`config.mk`:
```
export PLATFORM = sky130hd
export DESIGN_NAME = control_sequencer
export DESIGN_NICKNAME = d
export VERILOG_FILES = /design/src/rtl/control_sequencer.sv
export SDC_FILE = /design/constraint.sdc
export NUM_CORES = 1
export LEC_CHECK = 0
export ABC_AREA = 1
export CAP_MARGIN = 25
export CORE_AREA = 2 2 65 67
export CTS_BUF_LIST = sky130_fd_sc_hd__clkbuf_4
export DETAILED_ROUTE_END_ITERATION = 10
export DIE_AREA = 0 0 67 69
export GPL_TIMING_DRIVEN = 0
export PLACE_DENSITY = 0.69
export SYNTH_ARGS = -nofsm -noshare
export SYNTH_HDL_FRONTEND = slang
export SYNTH_SLANG_ARGS = --single-unit
```
`constraint.sdc`:
```
create_clock -name clk -period 2.6 [get_ports clk]
set_input_delay 0.52 -clock clk [delete_from_list [all_inputs] [get_ports clk]]
set_output_delay 0.52 -clock clk [all_outputs]
set_load 0.05 [all_outputs]
```
`src/rtl/control_sequencer.sv`:
```
// Multicycle control sequencer for the 8-bit core: fetch, decode, execute, memory and
// write-back sequencing with registered Moore strobes and a retired-instruction counter.
module control_sequencer (
    input  logic       clk,
    input  logic       reset,
    input  logic [7:0] instr,
    input  logic       instrValid,
    input  logic       memReady,
    output logic       instrReq,
    output logic [1:0] readReg1,
    output logic [1:0] readReg2,
    output logic [1:0] writeReg,
    output logic       sigRegWrite,
    output logic       sigAluSrc,
    output logic [7:0] immExt,
    output logic       sigMemRead,
    output logic       sigMemWrite,
    output logic       sigMemToReg,
    output logic       pcWrite,
    output logic       pcSel,
    output logic [7:0] jumpTarget,
    output logic [7:0] instrCount,
    output logic [2:0] state
);

    typedef enum logic [2:0] {
        StFetch  = 3'd0,
        StDecode = 3'd1,
        StExec   = 3'd2,
        StMem    = 3'd3,
        StWb     = 3'd4
    } stateT;

    localparam logic [1:0] OpAdd = 2'b00;
    localparam logic [1:0] OpLw  = 2'b01;
    localparam logic [1:0] OpSw  = 2'b10;
    localparam logic [1:0] OpJ   = 2'b11;

    stateT      stateQ, stateD;
    logic [7:0] irQ, irD;
    logic [1:0] opD;
    logic       retire;
    logic       instrReqD, regWriteD, aluSrcD, memReadD, memWriteD, memToRegD;
    logic       pcWriteD, pcSelD;

    always_comb begin
        stateD = StFetch;
        irD    = irQ;
        retire = 1'b0;
        case (stateQ)
            StFetch: begin
                if (instrValid) begin
                    irD    = instr;
                    stateD = StDecode;
                end else begin
                    stateD = StFetch;
                end
            end
            StDecode: stateD = StExec;
            StExec: begin
                case (irQ[7:6])
                    OpAdd:   stateD = StWb;
                    OpJ: begin
                        stateD = StFetch;
                        retire = 1'b1;
                    end
                    default: stateD = StMem;
                endcase
            end
            StMem: begin
                if (!memReady) begin
                    stateD = StMem;
                end else if (irQ[7:6] == OpLw) begin
                    stateD = StWb;
                end else begin
                    stateD = StFetch;
                    retire = 1'b1;
                end
            end
            StWb: begin
                stateD = StFetch;
                retire = 1'b1;
            end
            default: stateD = StFetch;
        endcase
    end

    // Strobes are decoded from the upcoming state so the registered outputs track stateQ.
    assign opD = irD[7:6];

    always_comb begin
        instrReqD = 1'b0;
        regWriteD = 1'b0;
        aluSrcD   = 1'b0;
        memReadD  = 1'b0;
        memWriteD = 1'b0;
        memToRegD = 1'b0;
        pcWriteD  = 1'b0;
        pcSelD    = 1'b0;
        case (stateD)
            StFetch:  instrReqD = 1'b1;
            StDecode: pcWriteD  = 1'b1;
            StExec: begin
                aluSrcD  = (opD == OpLw) || (opD == OpSw);
                pcWriteD = (opD == OpJ);
                pcSelD   = (opD == OpJ);
            end
            StMem: begin
                aluSrcD   = 1'b1;
                memReadD  = (opD == OpLw);
                memWriteD = (opD == OpSw);
            end
            StWb: begin
                regWriteD = 1'b1;
                memToRegD = (opD == OpLw);
            end
            default: ;
        endcase
    end

    always_ff @(posedge clk or posedge reset) begin
        if (reset) begin
            stateQ      <= StFetch;
            irQ         <= 8'h00;
            instrCount  <= 8'h00;
            instrReq    <= 1'b1;
            sigRegWrite <= 1'b0;
            sigAluSrc   <= 1'b0;
            sigMemRead  <= 1'b0;
            sigMemWrite <= 1'b0;
            sigMemToReg <= 1'b0;
            pcWrite     <= 1'b0;
            pcSel       <= 1'b0;
        end else begin
            stateQ      <= stateD;
            irQ         <= irD;
            instrCount  <= retire ? instrCount + 8'd1 : instrCount;
            instrReq    <= instrReqD;
            sigRegWrite <= regWriteD;
            sigAluSrc   <= aluSrcD;
            sigMemRead  <= memReadD;
            sigMemWrite <= memWriteD;
            sigMemToReg <= memToRegD;
            pcWrite     <= pcWriteD;
            pcSel       <= pcSelD;
        end
    end

    assign state      = stateQ;
    assign readReg1   = irQ[5:4];
    assign readReg2   = irQ[3:2];
    assign writeReg   = (stateQ == StWb && irQ[7:6] == OpLw) ? irQ[3:2] : irQ[1:0];
    assign immExt     = {{6{irQ[1]}}, irQ[1:0]};
    assign jumpTarget = {{2{irQ[5]}}, irQ[5:0]};

endmodule
```
Word level (Yosys, flattened, before mapping)
Cells that the tools add are included.

word-level totals
  bits in registers = 27
  input port bits = 12
  logic and storage cells = 52

cells by class
  multiplexer cells = 20
  $add $sub $neg = 1
  equal/unequal tests = 13
  reduce and logical (&&, ||, !) cells = 6

operators by type and width
  kind                   count
  $mux W8                2
  $eq A3 B2 Y1 const B   4
  $pmux W3 S4            1
  $mux W1                10
  $add A8 B1 Y8 const B  1
  $eq A2 B2 Y1 const B   3
  $eq A3 B1 Y1 const B   2
  $eq A3 B3 Y1 const B   2
  $logic_not A3 Y1       2
  $mux W3                2
  $pmux W3 S2            1
  $eq A2 B1 Y1 const B   2
  $pmux W1 S2            2
  $pmux W1 S3            1
  $logic_not A2 Y1       1
  $mux W2                1
  $reduce_and A2 Y1      1
  $logic_and A1 B1 Y1    1
  $logic_or A1 B1 Y1     1

Logic depth before layout (Yosys ltp)
Gate-level depths: netlist of the first run.

  depth in word-level cells = 6
  mapped depth = 9
  gate-level depth less buffers = 9

Worst setup path after synthesis of the first run
OpenSTA, ideal clock, no wires.

  path type = reg-to-output
  start = register stateQ[0], in the netlist state[0]
  end = output writeReg[0]
  arrival = 2.192 ns
  required time = 2.080 ns
  stages on the path, launching flop included = 5
  buffers on the path = 0
  path slack = -0.112 ns
  cells stage by stage = dfrtp_1 -> nor2_1 -> nand2_1 -> nor2_1 -> o21ai_0

on the way
  word-level cells in the longest chain between the ends = 3

ends and longest elaborated chain
  item                      line  text
  start: declaration        39    stateT stateQ, stateD;
  start signal: assignment  123   stateQ <= StFetch;
  start signal: assignment  135   stateQ <= stateD;
  $eq A3 B3 Y1              152   assign writeReg = (stateQ == StWb && irQ[7:6] == OpLw) ? irQ[3:2] : irQ[1:0];
  $logic_and A1 B1 Y1       152
  $mux W2                   152
  end: declaration          12    output logic [1:0] writeReg,

Every way passes these cells.

Final worst setup path of the first run
Ends and elaborated chain as after synthesis.

==> metrics.md, run 1 <==
| Metric | Value |
|---|---|
| Least-Margin Pin Slew | 0.5053 ns |
| Clk_lat worst skew | 0.32 ns |
| Post-DRT Antenna Nets | 0 |
| Placer Congestion | 0.7681 |
| Share of the synthesized area in the top cell type | 42.41% |
| Max FO, Critical Path | 7 |
| Tmin final | 2.325 ns |
| Cell area after layout | 0.002165 mm2 |
| Initial Util | 39.19% |
| Antenna violations before repair | 0 |
| Vias in the first global route | 1,211 |
| Max Freq | 430.2 MHz |
| Filler cell count | 398 |
| WL final | 2948 um |
| Lkg Pwr | 1.084 nW |
| Synth cell types | 22 |
| Share of cells above drive strength 1 | 19.83% |
| Mapped cell area | 0.001534 mm2 |
| Fin crit share | 89.41% |
| Synthesized flop and latch total | 27 |
| Setup TNS | 0 ns |
| Syn Area/Cell | 8.522 um2 |
| Die Span X | 67 um |
| Area grow syn2layout | 41.11% |
| Status | finished clean |
| R2r setup slk | 0.84 ns |
| Hold Fails Final Rpt | 0 |
| Clk root buf | clkbuf_4 |
| Drt drc | 0 |
| Slew headroom | 66.21% |
| Area of the core | 0.003914 mm2 |
| Dpl cell area | 0.002145 mm2 |
| Pins Over Slew Limit | 0 |
| Nets | 257 |
| CTS sink count | 27 |
| RSZ-0062 raised after global routing | no |
| Drt wl/cell | 10.27 um |
| Placed cells | 283 |
| Synth area leader | dfrtp_1 |
| 1st-iter DRT viols | 17 |
| CTS H-tree depth | 1 |
| Global route total overflow | 0 |
| Drt first pass iters | 4 |
| Post-synthesis cell count | 180 |
| Hpwl dp | 2289 um |
| Crit path kind | reg -> out |
| Number of I/O port buffers | 52 |
| Ys Warns | 0 |
| Buffer levels on the longest clock path | 2 |
| First-pass GRT wire length | 5168 um |
| Io pins | 53 |
| Final setup vio count | 0 |
| CP startpoint kind | register |
| FF/Latch Area | 676.9 um2 |
| Vias | 1,233 |
| Worst-path clk slew | 0.15 ns |
| Pin count of the biggest net entering global routing | 23 |
| Maximum VDD drop | 0.7409 mV |
| CP Data Arrival Time | 1.80 ns |
| CTS tree | yes |
| Fin cells | 287 |
| Die Area | 0.004623 mm2 |
| Multi-input gate area | 578.1 um2 |
| Max_cap viols | 0 |
| CTS Buf Count | 3 |
| Tot GR Track Use | 14.03% |
| Post-synthesis sequential area ratio | 44.13% |
| Synth top area cells | dfrtp_1 42%, nand2_1 12%, buf_4 9.8% |
| Row count | 23 |
| Power density cells | 1381 mW/mm2 |
| Die Height | 69 um |
| Vias per Instance | 4.296 |
| Synthesized net count | 199 |
| # diodes | 0 |
| Max Clock Skew | 0.003325 ns |
| CP required | 2.08 ns |
| Worst min path class | in -> async |
| CP Capture Type | primary output |
| CTS Hold Bufs | 0 |
==> path summary, 6_finish.rpt <==
path | startpoint | endpoint | cells past startpoint
max reg2reg | state[0] | sigAluSrc | 8
min in group clk | irQ[4] | irQ[4] | 2
max | state[0] | writeReg[0] | 6
min | reset | instrCount[4] | 2
max in group asynchronous | reset | instrReq | 3
min reg2reg | irQ[4] | irQ[4] | 2
==> power by group <==
part | internal, mW | leakage [nW] | switching (mW) | total (mW)
Combinational | 0.756 | 0.715 | 1.34 | 2.09
Clock | 0.0705 | 0.0184 | 0.128 | 0.198
Sequential | 0.563 | 0.351 | 0.137 | 0.700
Total | 1.39 | 1.08 | 1.60 | 2.99
==> stage by stage <==
| stage | total power [mW] | setup WS, ns | utilization (%) | hold WS (ns) |
|---|---|---|---|---|
| after floorplan | 2.235 | -0.1123 | - | 0.4728 |
| after global placement | 2.819 | 0.1181 | 54.09 | 0.5007 |
| after detailed placement | 2.839 | 0.1010 | 54.80 | 0.5065 |
| after CTS | 3.027 | 0.002643 | 55.50 | 0.4294 |
| after global routing | 3.181 | 0.1114 | 55.31 | 0.4433 |
| final | 2.990 | 0.2753 | 55.31 | 0.4185 |
==> cells in the final DEF (no fill, tap or decap), drive strengths merged <==
master / instances
clkdlybuf4s50: 50
nand3: 8
nor3: 2
xor2: 3
xnor2: 1
inv: 29
clkbuf: 6
dfstp: 1
nor2: 12
buf: 22
nand4: 5
o21ai: 12
nand2: 52
dfrtp: 26
ha: 7
a21oi: 1
==> cell type report <==
| class | instances | area share (%) |
|---|---|---|
| well taps | 50 | 2.890 |
| flip-flops and latches | 27 | 31.27 |
| inverters | 29 | 5.029 |
| clock buffers | 4 | 1.387 |
| multi-input cells | 103 | 26.71 |
| repair buffers | 53 | 24.86 |
| plain buffers | 21 | 7.861 |
==> repair_timing <==
| action | 4_1_cts | 5_1_grt |
|---|---|---|
| gates resized for setup | 2 | 6 |
| setup endpoints to repair | 2 | 2 |
| buffers inserted | 0 | 0 |
==> sequential cells by signal, summed over array words and instances (netlist names) <==
| register | flops |
|---|---|
| instrCount | 8 |
| irQ | 8 |
| state | 3 |
| instrReq | 1 |
| pcSel | 1 |
| pcWrite | 1 |
| sigAluSrc | 1 |
| sigMemRead | 1 |
| sigMemToReg | 1 |
| sigMemWrite | 1 |
| sigRegWrite | 1 |
==> Yosys cell counts <==
library cell and instances:
buf_12 1, o21ai_0 6, nor2_1 11, nor3_2 1, nand4_1 5, nand3_1 5
dfrtp_1 26, nor3_1 1, nand3_2 2, inv_1 28, dfstp_2 1, buf_4 20
o21ai_2 6, nor2_2 1, xnor2_1 1, a21oi_2 1, ha_1 7, xor2_1 3
nand2_2 5, inv_2 1, nand3_4 1, nand2_1 47
==> per-layer routing <==
metal,vias up,routed length [um],GRT usage [%]
li1,645,-,-
met1,558,1285,17.35
met2,26,1485,24.31
met3,4,153,3.100
met4,0,23,3.401
met5,-,0,0
==> worst max-delay path: stages, from the launching register on <==
cell	delay, ns
dfrtp_1	0.48
nor2_1	0.18
nand2_1	0.16
nor2_1	0.22
nand2_1	0.07
o21ai_0	0.07
clkbuf_2	0.30
==> cell families after synthesis <==
| logic type | after synthesis | share of synthesized area (%) |
|---|---|---|
| fa+ha+maj | 7 | 5.709 |
| xor+xnor | 4 | 2.284 |
| buf+inv | 50 | 18.19 |
| simple gates | 79 | 23.74 |
| compound gates | 13 | 5.954 |
| flops | 27 | 44.13 |
Note: power is estimated with default switching activity, not from simulation.
==> inputs of run 2 (changes only) <==
--- a/config.mk
+++ b/config.mk
@@ -6,6 +6,7 @@
 export NUM_CORES = 1
 export LEC_CHECK = 0
 export ABC_AREA = 1
+export ABC_CLOCK_PERIOD_IN_PS = 2600
 export CAP_MARGIN = 25
 export CORE_AREA = 2 2 65 67
 export CTS_BUF_LIST = sky130_fd_sc_hd__clkbuf_4
==> results of run 2 <==
The final DEF is identical to that of run 1; final timing and power are the same.
